`config.mk`:
```
export PLATFORM = sky130hd
export DESIGN_NAME = segundos
export DESIGN_NICKNAME = d
export VERILOG_FILES = /design/src/rtl/relogio_pkg.sv /design/src/rtl/segundos_debouncer.sv /design/src/rtl/segundos.sv
export SDC_FILE = /design/constraint.sdc
export NUM_CORES = 1
export LEC_CHECK = 0
export ABC_AREA = 1
export BUFFER_PORTS_ARGS = -buffer_cell sky130_fd_sc_hd__buf_2
export CORE_MARGIN = 3
export CORE_UTILIZATION = 35
export CTS_CLUSTER_SIZE = 40
export DETAILED_ROUTE_END_ITERATION = 8
export PLACE_DENSITY = 0.47
export SETUP_SLACK_MARGIN = 0.5
export SLEW_MARGIN = 20
export SYNTH_ARGS = -nofsm -noshare
export SYNTH_HDL_FRONTEND = slang
export SYNTH_SLANG_ARGS = --single-unit
```
`constraint.sdc`:
```
create_clock -name clk_i -period 4.6 [get_ports clk_i]
set_input_delay 0.46 -clock clk_i [delete_from_list [all_inputs] [get_ports clk_i]]
set_output_delay 0.46 -clock clk_i [all_outputs]
set_load 0.05 [all_outputs]
```
`src/rtl/relogio_pkg.sv`:
```
// Shared constants and types for the clock chain (seconds -> minutes).
// Small helpers used to size counters from module parameters.
package relogio_pkg;

   localparam int SEC_MAX = 59;
   localparam int SEC_W   = 6;
   localparam int PEND_W  = 2;

   typedef enum logic [1:0] {
      IDLE = 2'd0,
      HIGH = 2'd1,
      GAP  = 2'd2
   } inc_state_t;

   function automatic int max2(input int a, input int b);
      return (a > b) ? a : b;
   endfunction

endpackage

```
`src/rtl/segundos_debouncer.sv`:
```
// Button conditioner: 2-flop synchroniser followed by a stability counter.
// level_o only changes after the synchronised input differs for DEBOUNCE cycles.
module debouncer #(
   parameter int DEBOUNCE = 1_000_000
) (
   input  logic clk_i,
   input  logic rst_i,
   input  logic raw_i,
   output logic level_o,
   output logic rise_o
);

   localparam int DW = $clog2(DEBOUNCE + 1);
   localparam logic [DW-1:0] CNT_LAST = DW'(DEBOUNCE - 1);

   logic          sync1_q;
   logic          sync2_q;
   logic          level_q;
   logic          level_d;
   logic          rise_q;
   logic          rise_d;
   logic [DW-1:0] cnt_q;
   logic [DW-1:0] cnt_d;

   always_ff @(posedge clk_i) begin
      if (rst_i) begin
         sync1_q <= 1'b0;
         sync2_q <= 1'b0;
         level_q <= 1'b0;
         rise_q  <= 1'b0;
         cnt_q   <= '0;
      end else begin
         sync1_q <= raw_i;
         sync2_q <= sync1_q;
         level_q <= level_d;
         rise_q  <= rise_d;
         cnt_q   <= cnt_d;
      end
   end

   // Any cycle where the input agrees with the level restarts the count.
   always_comb begin
      cnt_d   = '0;
      level_d = level_q;
      rise_d  = 1'b0;
      if (sync2_q != level_q) begin
         if (cnt_q == CNT_LAST) begin
            level_d = sync2_q;
            rise_d  = sync2_q;
         end else begin
            cnt_d = cnt_q + 1'b1;
         end
      end
   end

   assign level_o = level_q;
   assign rise_o  = rise_q;

endmodule

```
`src/rtl/segundos.sv`:
```
// Seconds stage: 1 s prescaler, 0..59 counter and the minute-advance pulser.
// Rollovers and set-button presses queue into a small pending counter.
module segundos
   import relogio_pkg::*;
#(
   parameter int CLK_DIV       = 50_000_000,
   parameter int INC_HOLD      = 4,
   parameter int INC_GAP       = 4,
   parameter int DEBOUNCE      = 1_000_000,
   parameter int REPEAT_DELAY  = 25_000_000,
   parameter int REPEAT_PERIOD = 10_000_000
) (
   input  logic             clk_i,
   input  logic             rst_i,
   input  logic             en_i,
   input  logic             set_btn_i,
   output logic             inc_o,
   output logic [SEC_W-1:0] segundos_o,
   output logic             ovf_o
);

   localparam int PW = $clog2(CLK_DIV);
   localparam int RW = $clog2(max2(REPEAT_DELAY, REPEAT_PERIOD) + 1);
   localparam int HW = $clog2(max2(INC_HOLD, INC_GAP) + 1);

   localparam logic [PW-1:0]     PRE_LAST  = PW'(CLK_DIV - 1);
   localparam logic [RW-1:0]     DLY_LAST  = RW'(REPEAT_DELAY - 1);
   localparam logic [RW-1:0]     PER_LAST  = RW'(REPEAT_PERIOD - 1);
   localparam logic [HW-1:0]     HOLD_LAST = HW'(INC_HOLD - 1);
   localparam logic [HW-1:0]     GAP_LAST  = HW'(INC_GAP - 1);
   localparam logic [SEC_W-1:0]  SEC_LAST  = SEC_W'(SEC_MAX);
   localparam logic [PEND_W-1:0] PEND_MAX  = {PEND_W{1'b1}};

   logic              btn_level;
   logic              btn_rise;

   logic [PW-1:0]     pre_q;
   logic [PW-1:0]     pre_d;
   logic [SEC_W-1:0]  sec_q;
   logic [SEC_W-1:0]  sec_d;
   logic [RW-1:0]     rep_q;
   logic [RW-1:0]     rep_d;
   logic              first_q;
   logic              first_d;
   logic [PEND_W-1:0] pend_q;
   logic [PEND_W-1:0] pend_d;
   logic              ovf_q;
   logic              ovf_d;
   inc_state_t        state_q;
   inc_state_t        state_d;
   logic [HW-1:0]     hc_q;
   logic [HW-1:0]     hc_d;
   logic              inc_q;
   logic              inc_d;

   logic              tick;
   logic              rq_roll;
   logic              rq_rep;
   logic              rq_btn;
   logic              start;
   logic [PEND_W:0]   pend_sum;

   debouncer #(
      .DEBOUNCE (DEBOUNCE)
   ) u_deb (
      .clk_i   (clk_i),
      .rst_i   (rst_i),
      .raw_i   (set_btn_i),
      .level_o (btn_level),
      .rise_o  (btn_rise)
   );

   always_ff @(posedge clk_i) begin
      if (rst_i) begin
         pre_q   <= '0;
         sec_q   <= '0;
         rep_q   <= '0;
         first_q <= 1'b1;
         pend_q  <= '0;
         ovf_q   <= 1'b0;
         state_q <= IDLE;
         hc_q    <= '0;
         inc_q   <= 1'b0;
      end else begin
         pre_q   <= pre_d;
         sec_q   <= sec_d;
         rep_q   <= rep_d;
         first_q <= first_d;
         pend_q  <= pend_d;
         ovf_q   <= ovf_d;
         state_q <= state_d;
         hc_q    <= hc_d;
         inc_q   <= inc_d;
      end
   end

   assign tick = en_i && (pre_q == PRE_LAST);

   always_comb begin
      pre_d   = pre_q;
      sec_d   = sec_q;
      rq_roll = 1'b0;
      if (en_i) begin
         pre_d = tick ? '0 : pre_q + 1'b1;
      end
      if (tick) begin
         if (sec_q == SEC_LAST) begin
            sec_d   = '0;
            rq_roll = 1'b1;
         end else begin
            sec_d = sec_q + 1'b1;
         end
      end
   end

   // Auto-repeat: the first interval is REPEAT_DELAY, later ones REPEAT_PERIOD.
   always_comb begin
      rep_d   = '0;
      first_d = 1'b1;
      rq_rep  = 1'b0;
      if (btn_level && !btn_rise) begin
         first_d = first_q;
         if (rep_q == (first_q ? DLY_LAST : PER_LAST)) begin
            rq_rep  = 1'b1;
            first_d = 1'b0;
         end else begin
            rep_d = rep_q + 1'b1;
         end
      end
   end

   assign rq_btn = btn_rise | rq_rep;

   // A new pulse may start from IDLE or straight out of the last GAP cycle.
   assign start = (pend_q != '0) &&
                  ((state_q == IDLE) ||
                   ((state_q == GAP) && (hc_q == GAP_LAST)));

   always_comb begin
      pend_sum = {1'b0, pend_q}
               + {{PEND_W{1'b0}}, rq_roll}
               + {{PEND_W{1'b0}}, rq_btn}
               - {{PEND_W{1'b0}}, start};
      ovf_d    = ovf_q;
      pend_d   = pend_sum[PEND_W-1:0];
      if (pend_sum > {1'b0, PEND_MAX}) begin
         pend_d = PEND_MAX;
         ovf_d  = 1'b1;
      end
   end

   always_comb begin
      state_d = state_q;
      hc_d    = hc_q;
      unique case (state_q)
         IDLE: begin
            if (start) begin
               state_d = HIGH;
               hc_d    = '0;
            end
         end
         HIGH: begin
            if (hc_q == HOLD_LAST) begin
               state_d = GAP;
               hc_d    = '0;
            end else begin
               hc_d = hc_q + 1'b1;
            end
         end
         GAP: begin
            if (hc_q == GAP_LAST) begin
               state_d = start ? HIGH : IDLE;
               hc_d    = '0;
            end else begin
               hc_d = hc_q + 1'b1;
            end
         end
         default: begin
            state_d = IDLE;
            hc_d    = '0;
         end
      endcase
      inc_d = (state_d == HIGH);
   end

   assign inc_o      = inc_q;
   assign segundos_o = sec_q;
   assign ovf_o      = ovf_q;

endmodule

```
After elaboration in Yosys (flattened, before gate mapping)
Cells that the tools add are included.
{ "word_totals": {"mem_bits_rw": 0, "memories": 0, "wordCells": 67, "latchBits": 0, "output_inout_bits": 8, "ff_bits": 91, "inputBits": 4, "mem_bits_ro": 0} }
{ "op_classes": {"n_shift": 0, "n_eq_ne": 10, "n_div": 0, "mux": 16, "n_reduce_logical": 14, "bitwise_logic": 4, "magnitude_cmp": 1, "n_addsub": 8, "mul": 0} }
{ "op_table": {"columns": ["cell", "n"], "rows": [
  ["$add A26 B1 Y26 const B", 1],
  ["$eq A26 B26 Y1 const B", 1],
  ["$mux W26", 1],
  ["$add A25 B1 Y25 const B", 1],
  ["$eq A25 B25 Y1", 1],
  ["$mux W25", 1],
  ["$add A20 B1 Y20 const B", 1],
  ["$eq A20 B20 Y1 const B", 1],
  ["$reduce_or A3 Y1", 3],
  ["$mux W2", 4],
  ["$add A6 B1 Y6 const B", 1],
  ["$eq A6 B6 Y1 const B", 1],
  ["$mux W3", 2],
  ["$mux W6", 1],
  ["$pmux W2 S3", 1],
  ["$pmux W3 S2", 1],
  ["$mux W1", 5],
  ["$eq A2 B1 Y1 const B", 2],
  ["$logic_and A1 B1 Y1", 4],
  ["$reduce_or A2 Y1", 2],
  ["$add A2 B1 Y3", 1],
  ["$add A3 B1 Y3", 1],
  ["$add A3 B1 Y3 const B", 1],
  ["$eq A3 B2 Y1 const B", 1],
  ["other kinds (12)", 14]
]} }

Depth between registers and ports, before layout
{ "logic_depth": {"depth_word": 9, "mapped_depth": 14} }

Cells and area by module
A second synthesis with hierarchy kept.
{ "unflattened": {"cells_unflattened": 756, "hier_area_um2": 5124.9} }
{ "by_module_without_submodules": {"columns": ["module", "seq_area_each_um2", "cells_each", "area_per_inst_um2", "n_inst"], "rows": [
  ["segundos", 1341.3, 570, 3832.4, 1],
  ["debouncer", 480.5, 186, 1292.5, 1]
]} }

Worst setup path after synthesis
Ideal clock, no wire load.
{ "synth_timing": {"path_type": "register -> register", "from": "register sec_q[0] (netlist: segundos_o[0])", "to": "register ovf_q (netlist: ovf_o)", "arrival_time_ns": 2.731, "path_buffers": 0, "path_slack_ns": 1.753, "path_stages_with_launch": 12, "synth_period_minus_slack_ns": 2.847, "path_cell_list": "dfxtp_1 -> ha_1 -> nand3_1 -> nor2_1 -> nand2_1 -> ha_1 -> inv_1 -> fa_1 -> fa_1 -> xnor2_1 -> o21ai_0 -> inv_1"} }
{ "synth_via": {"elab_chain_cells": 7} }
{ "synth_rtl": {"columns": ["element", "line_no", "rtl"], "rows": [
  ["start: declaration", "segundos.sv:39", "logic [SEC_W-1:0] sec_q;"],
  ["start signal: assignment", "segundos.sv:76", "sec_q <= '0;"],
  ["start signal: assignment", "segundos.sv:86", "sec_q <= sec_d;"],
  ["$eq A6 B6 Y1", "segundos.sv:107", "if (sec_q == SEC_LAST) begin"],
  ["$mux W1", "segundos.sv:107", null],
  ["$mux W1", "segundos.sv:106", "if (tick) begin"],
  ["$add A2 B1 Y3", "segundos.sv:141", "+ {{PEND_W{1'b0}}, rq_roll}"],
  ["$add A3 B1 Y3", "segundos.sv:142", "+ {{PEND_W{1'b0}}, rq_btn}"],
  ["$sub A3 B1 Y3", "segundos.sv:143", "- {{PEND_W{1'b0}}, start};"],
  ["$gt A3 B2 Y1", "segundos.sv:146", "if (pend_sum > {1'b0, PEND_MAX}) begin"],
  ["end signal: assignment", "segundos.sv:90", "ovf_q <= ovf_d;"],
  ["end: declaration", "segundos.sv:47", "logic ovf_q;"]
]} }
Every way passes these cells.
A chain may end at the register's enable or synchronous reset.

Worst setup path in the final report
{ "layout_timing": {"from": "register pre_q[0]", "to": "register ovf_q (netlist: ovf_o)"} }
{ "layout_via": {"elab_chain_cells": 7} }
{ "layout_rtl": {"columns": ["element", "line_no", "rtl"], "rows": [
  ["start: declaration", "segundos.sv:37", "logic [PW-1:0] pre_q;"],
  ["start signal: assignment", "segundos.sv:85", "pre_q <= pre_d;"],
  ["$eq A26 B26 Y1", "segundos.sv:97", "assign tick = en_i && (pre_q == PRE_LAST);"],
  ["$logic_and A1 B1 Y1", "segundos.sv:97", null],
  ["$mux W1", "segundos.sv:106", null],
  ["$add A2 B1 Y3", "segundos.sv:141", null],
  ["$add A3 B1 Y3", "segundos.sv:142", null],
  ["$sub A3 B1 Y3", "segundos.sv:143", null],
  ["$gt A3 B2 Y1", "segundos.sv:146", null]
]} }
Every way passes these cells.

==> metrics.yaml <==
outcome:
  status: "completed"
flow_run:
  maxCapViolations: 0
critical_path:
  required_ns: 4.84
  path_max_fanout: 3
  cp.arrival_ns: 3.14
  slowest_stage: "fa_1"
  reg2reg_depth: 14
  path_class: "reg2reg"
  cp-start-kind: "register"
  cp-end-kind: "register"
  r2r-start: "pre_q[0]"
  regToRegSetupSlack_ns: 1.69
  cp_slowest_stage_delay_ns: 0.41
  r2r_end: "ovf_o"
  path_cells: "ha_1 > nand2_1 > nor2_4 > nand2_2 > nor2_1 > and2_1 > nand2_1 > ha_1 > inv_1 > fa_1 > fa_1 > xnor2_1 > o21ai_0 > inv_1"
logic_synthesis:
  yosysTopAreaCell: "dfxtp_1"
  syn-cell-area_sq_um: 4891
  yosysMostFrequentCell: "nand2_1"
  ys_seq_elements: 91
  yosysUniqueCellTypes: 36
  synthCells: 739
  synth_area_leaders: "dfxtp_1, nand2_1, nor2_1"
  yosysWarnings: 0
  synth_edf_count: 0
  ys_async_sr_fraction: 0
  synthFlopType: "dfxtp_1"
  avgSynthCellArea_sq_um: 6.618
  synth_top_area_frac: 0.3725
  ys_top_cells_by_count: "nand2_1, nor2_1, inv_1"
  synth_nets: 755
  ys_seq_area_frac: 0.3725
floorplan:
  fp.dieW_um: 124.2
  coreArea_sq_um: 13450
  initial_core_util: 0.3636
  die_height_um: 124.2
  rows: 42
  die-area_sq_um: 15430
  io_pins: 12
grt:
  grt_pass1_wl_um: 18800
  grt_usage: 0.1436
  grt-ovfl-total: 0
  grt_pass1_vias: 4137
  antenna_found_initial: 0
  grt_max_degree: 26
sta:
  finalCritPeriodShare: 0.6317
  relSlewSlack: 0.6497
  fin_crit_ns: 2.906
  hold_viol: 0
  fmaxAchievable_mhz: 344.1
  tightest_slew_ns: 0.5248
  layout_setup_ws_ns: 1.694
  clock_skew_ns: 0.007535
  slew_violations: 0
  setup_viol: 0
  fin_tns_setup_ns: 0
  rsz0062_at_grt: "false"
pwr:
  power.density_nw_per_um2: 334.7
  vdd_drop_max_mv: 0.2600
  p_leak_uw: 0.001999
  p_total_uw: 1814
clocking:
  numCtsBuffers: 9
  cts.sinks: 91
  ctsResizeCount: 0
  clk_latency_ns: 0.34
  clk_path_buf_depth: 2
  post-cts-setup-buffers: 0
  holdBufCountCts: 0
  tritoncts: "built"
  cts_max_level: 3
  clkTransAtPathRegs_ns: 0.07
  clock-root-buffer: "clkbuf_16"
cells_and_area:
  nNetsFinal: 770
  syn2layout_area_growth_pct: 10.82
  drive_gt1_frac: 0.07246
  n_fill_cell: 1471
  final_cell_count_no_fill: 935
  antennaDiodeCount: 0
drt:
  num_vias: 4318
  avgViaCountPerCell: 4.618
  wl_um: 10540
  drc: 0
  drtIter0Drc: 170
  drt_pass1_iterations: 4
  wl_per_cell_um: 11.28
  antenna_left: 0
min_path:
  holdPathEnd: "u_deb.sync1_q"
  min_path_cells: 3
  worstHoldPathType: "in2reg"
  hp-start: "set_btn_i"
place:
  globalplace.congestion: 0.8565
  dp_cells: 919
  pre_cts_ws_ns: 1.464
  port_buffers: 11
  hpwl_um: 7877
[power breakdown]
group / switching, uW / leakage (uW) / internal [uW]
combinational: 134 / 0.00111 / 71.8
clock: 331 / 0.000150 / 441
sequential: 19.0 / 0.000735 / 817
[cells in the final DEF (no fill, tap or decap), drive strengths merged, types with 11 or more instances in the layout]
cell	synthesis	routed
a21oi	30	30
buf	5	11
dfxtp	91	91
inv	99	102
nand2	190	190
nand3	54	54
nand4	12	12
nor2	159	159
nor3	20	20
o21ai	13	13
xor2	20	20
[how the worst max path moves through the flow]
stage | endpoint | slack (ns) | startpoint
floorplan | ovf_o | 1.75 | segundos_o[0]
global placement | pend_q[1] | 1.55 | en_i
detailed placement | pend_q[0] | 1.46 | en_i
CTS | pend_q[0] | 1.66 | pre_q[0]
global route | pend_q[0] | 1.41 | pre_q[1]
finish | ovf_o | 1.69 | pre_q[0]
[registers in the layout, indices dropped and copies added (netlist names)]
signal and cells:
state_q 2, rep_q 25, u_deb.sync1_q 1, ovf_o 1, inc_o 1, hc_q 3, u_deb.cnt_q 20, segundos_o 6
u_deb.sync2_q 1, pre_q 26, pend_q 2, first_q 1, u_deb.level_o 1, u_deb.rise_o 1
[critical path, delay by kind of cell, from the launching register on]
| family | cells | cell delay, ns |
|---|---|---|
| and+or+nand+nor | 6 | 0.77 |
| DFF | 1 | 0.36 |
| adders and majority gates | 4 | 1.27 |
| xor gates and xnor gates | 1 | 0.16 |
| AOI/OAI and AO/OA | 1 | 0.15 |
| buffers and inverters | 2 | 0.09 |
[logic make-up after synthesis]
| kind of cell | synth area share |
|---|---|
| XOR/XNOR | 0.04656 |
| AO/OA/AOI/OAI | 0.05756 |
| AND/OR/NAND/NOR | 0.4021 |
| buffers and inverters | 0.08749 |
| flip-flops | 0.3725 |
| adder cells (fa/ha/maj) | 0.03377 |
[layout make-up]
cell class	count	area [sq um]	share of cell area
repair buffers	11	55.05	0.01016
well taps	176	220.2	0.04063
flip-flops and latches	91	1822	0.3361
multi-input cells	542	2641	0.4873
clock inverters	6	68.82	0.01270
inverters	99	374.1	0.06902
clock buffers	10	239.0	0.04409
[metrics by stage]
stage	util	hold slack (ns)	area [sq um]
after floorplan	-	0.3883	4891
after global routing	0.4029	0.3204	5420
after detailed placement	0.3800	0.3994	5112
final	0.4029	0.3175	5420
after CTS	0.4029	0.2964	5420
after global placement	0.3800	0.3943	5112
[metal layers]
metal / part of all wire / routed length, um / up-vias / global-route usage
li1: - / - / 2342 / -
met1: 0.53 / 5589 / 1921 / 0.1998
met2: 0.43 / 4567 / 46 / 0.2195
met3: 0.025 / 267 / 9 / 0.02620
met4: 0.011 / 119 / 0 / 0.05803
met5: 0 / 0 / - / 0
No activity file was read; power rests on OpenSTA's default activity.
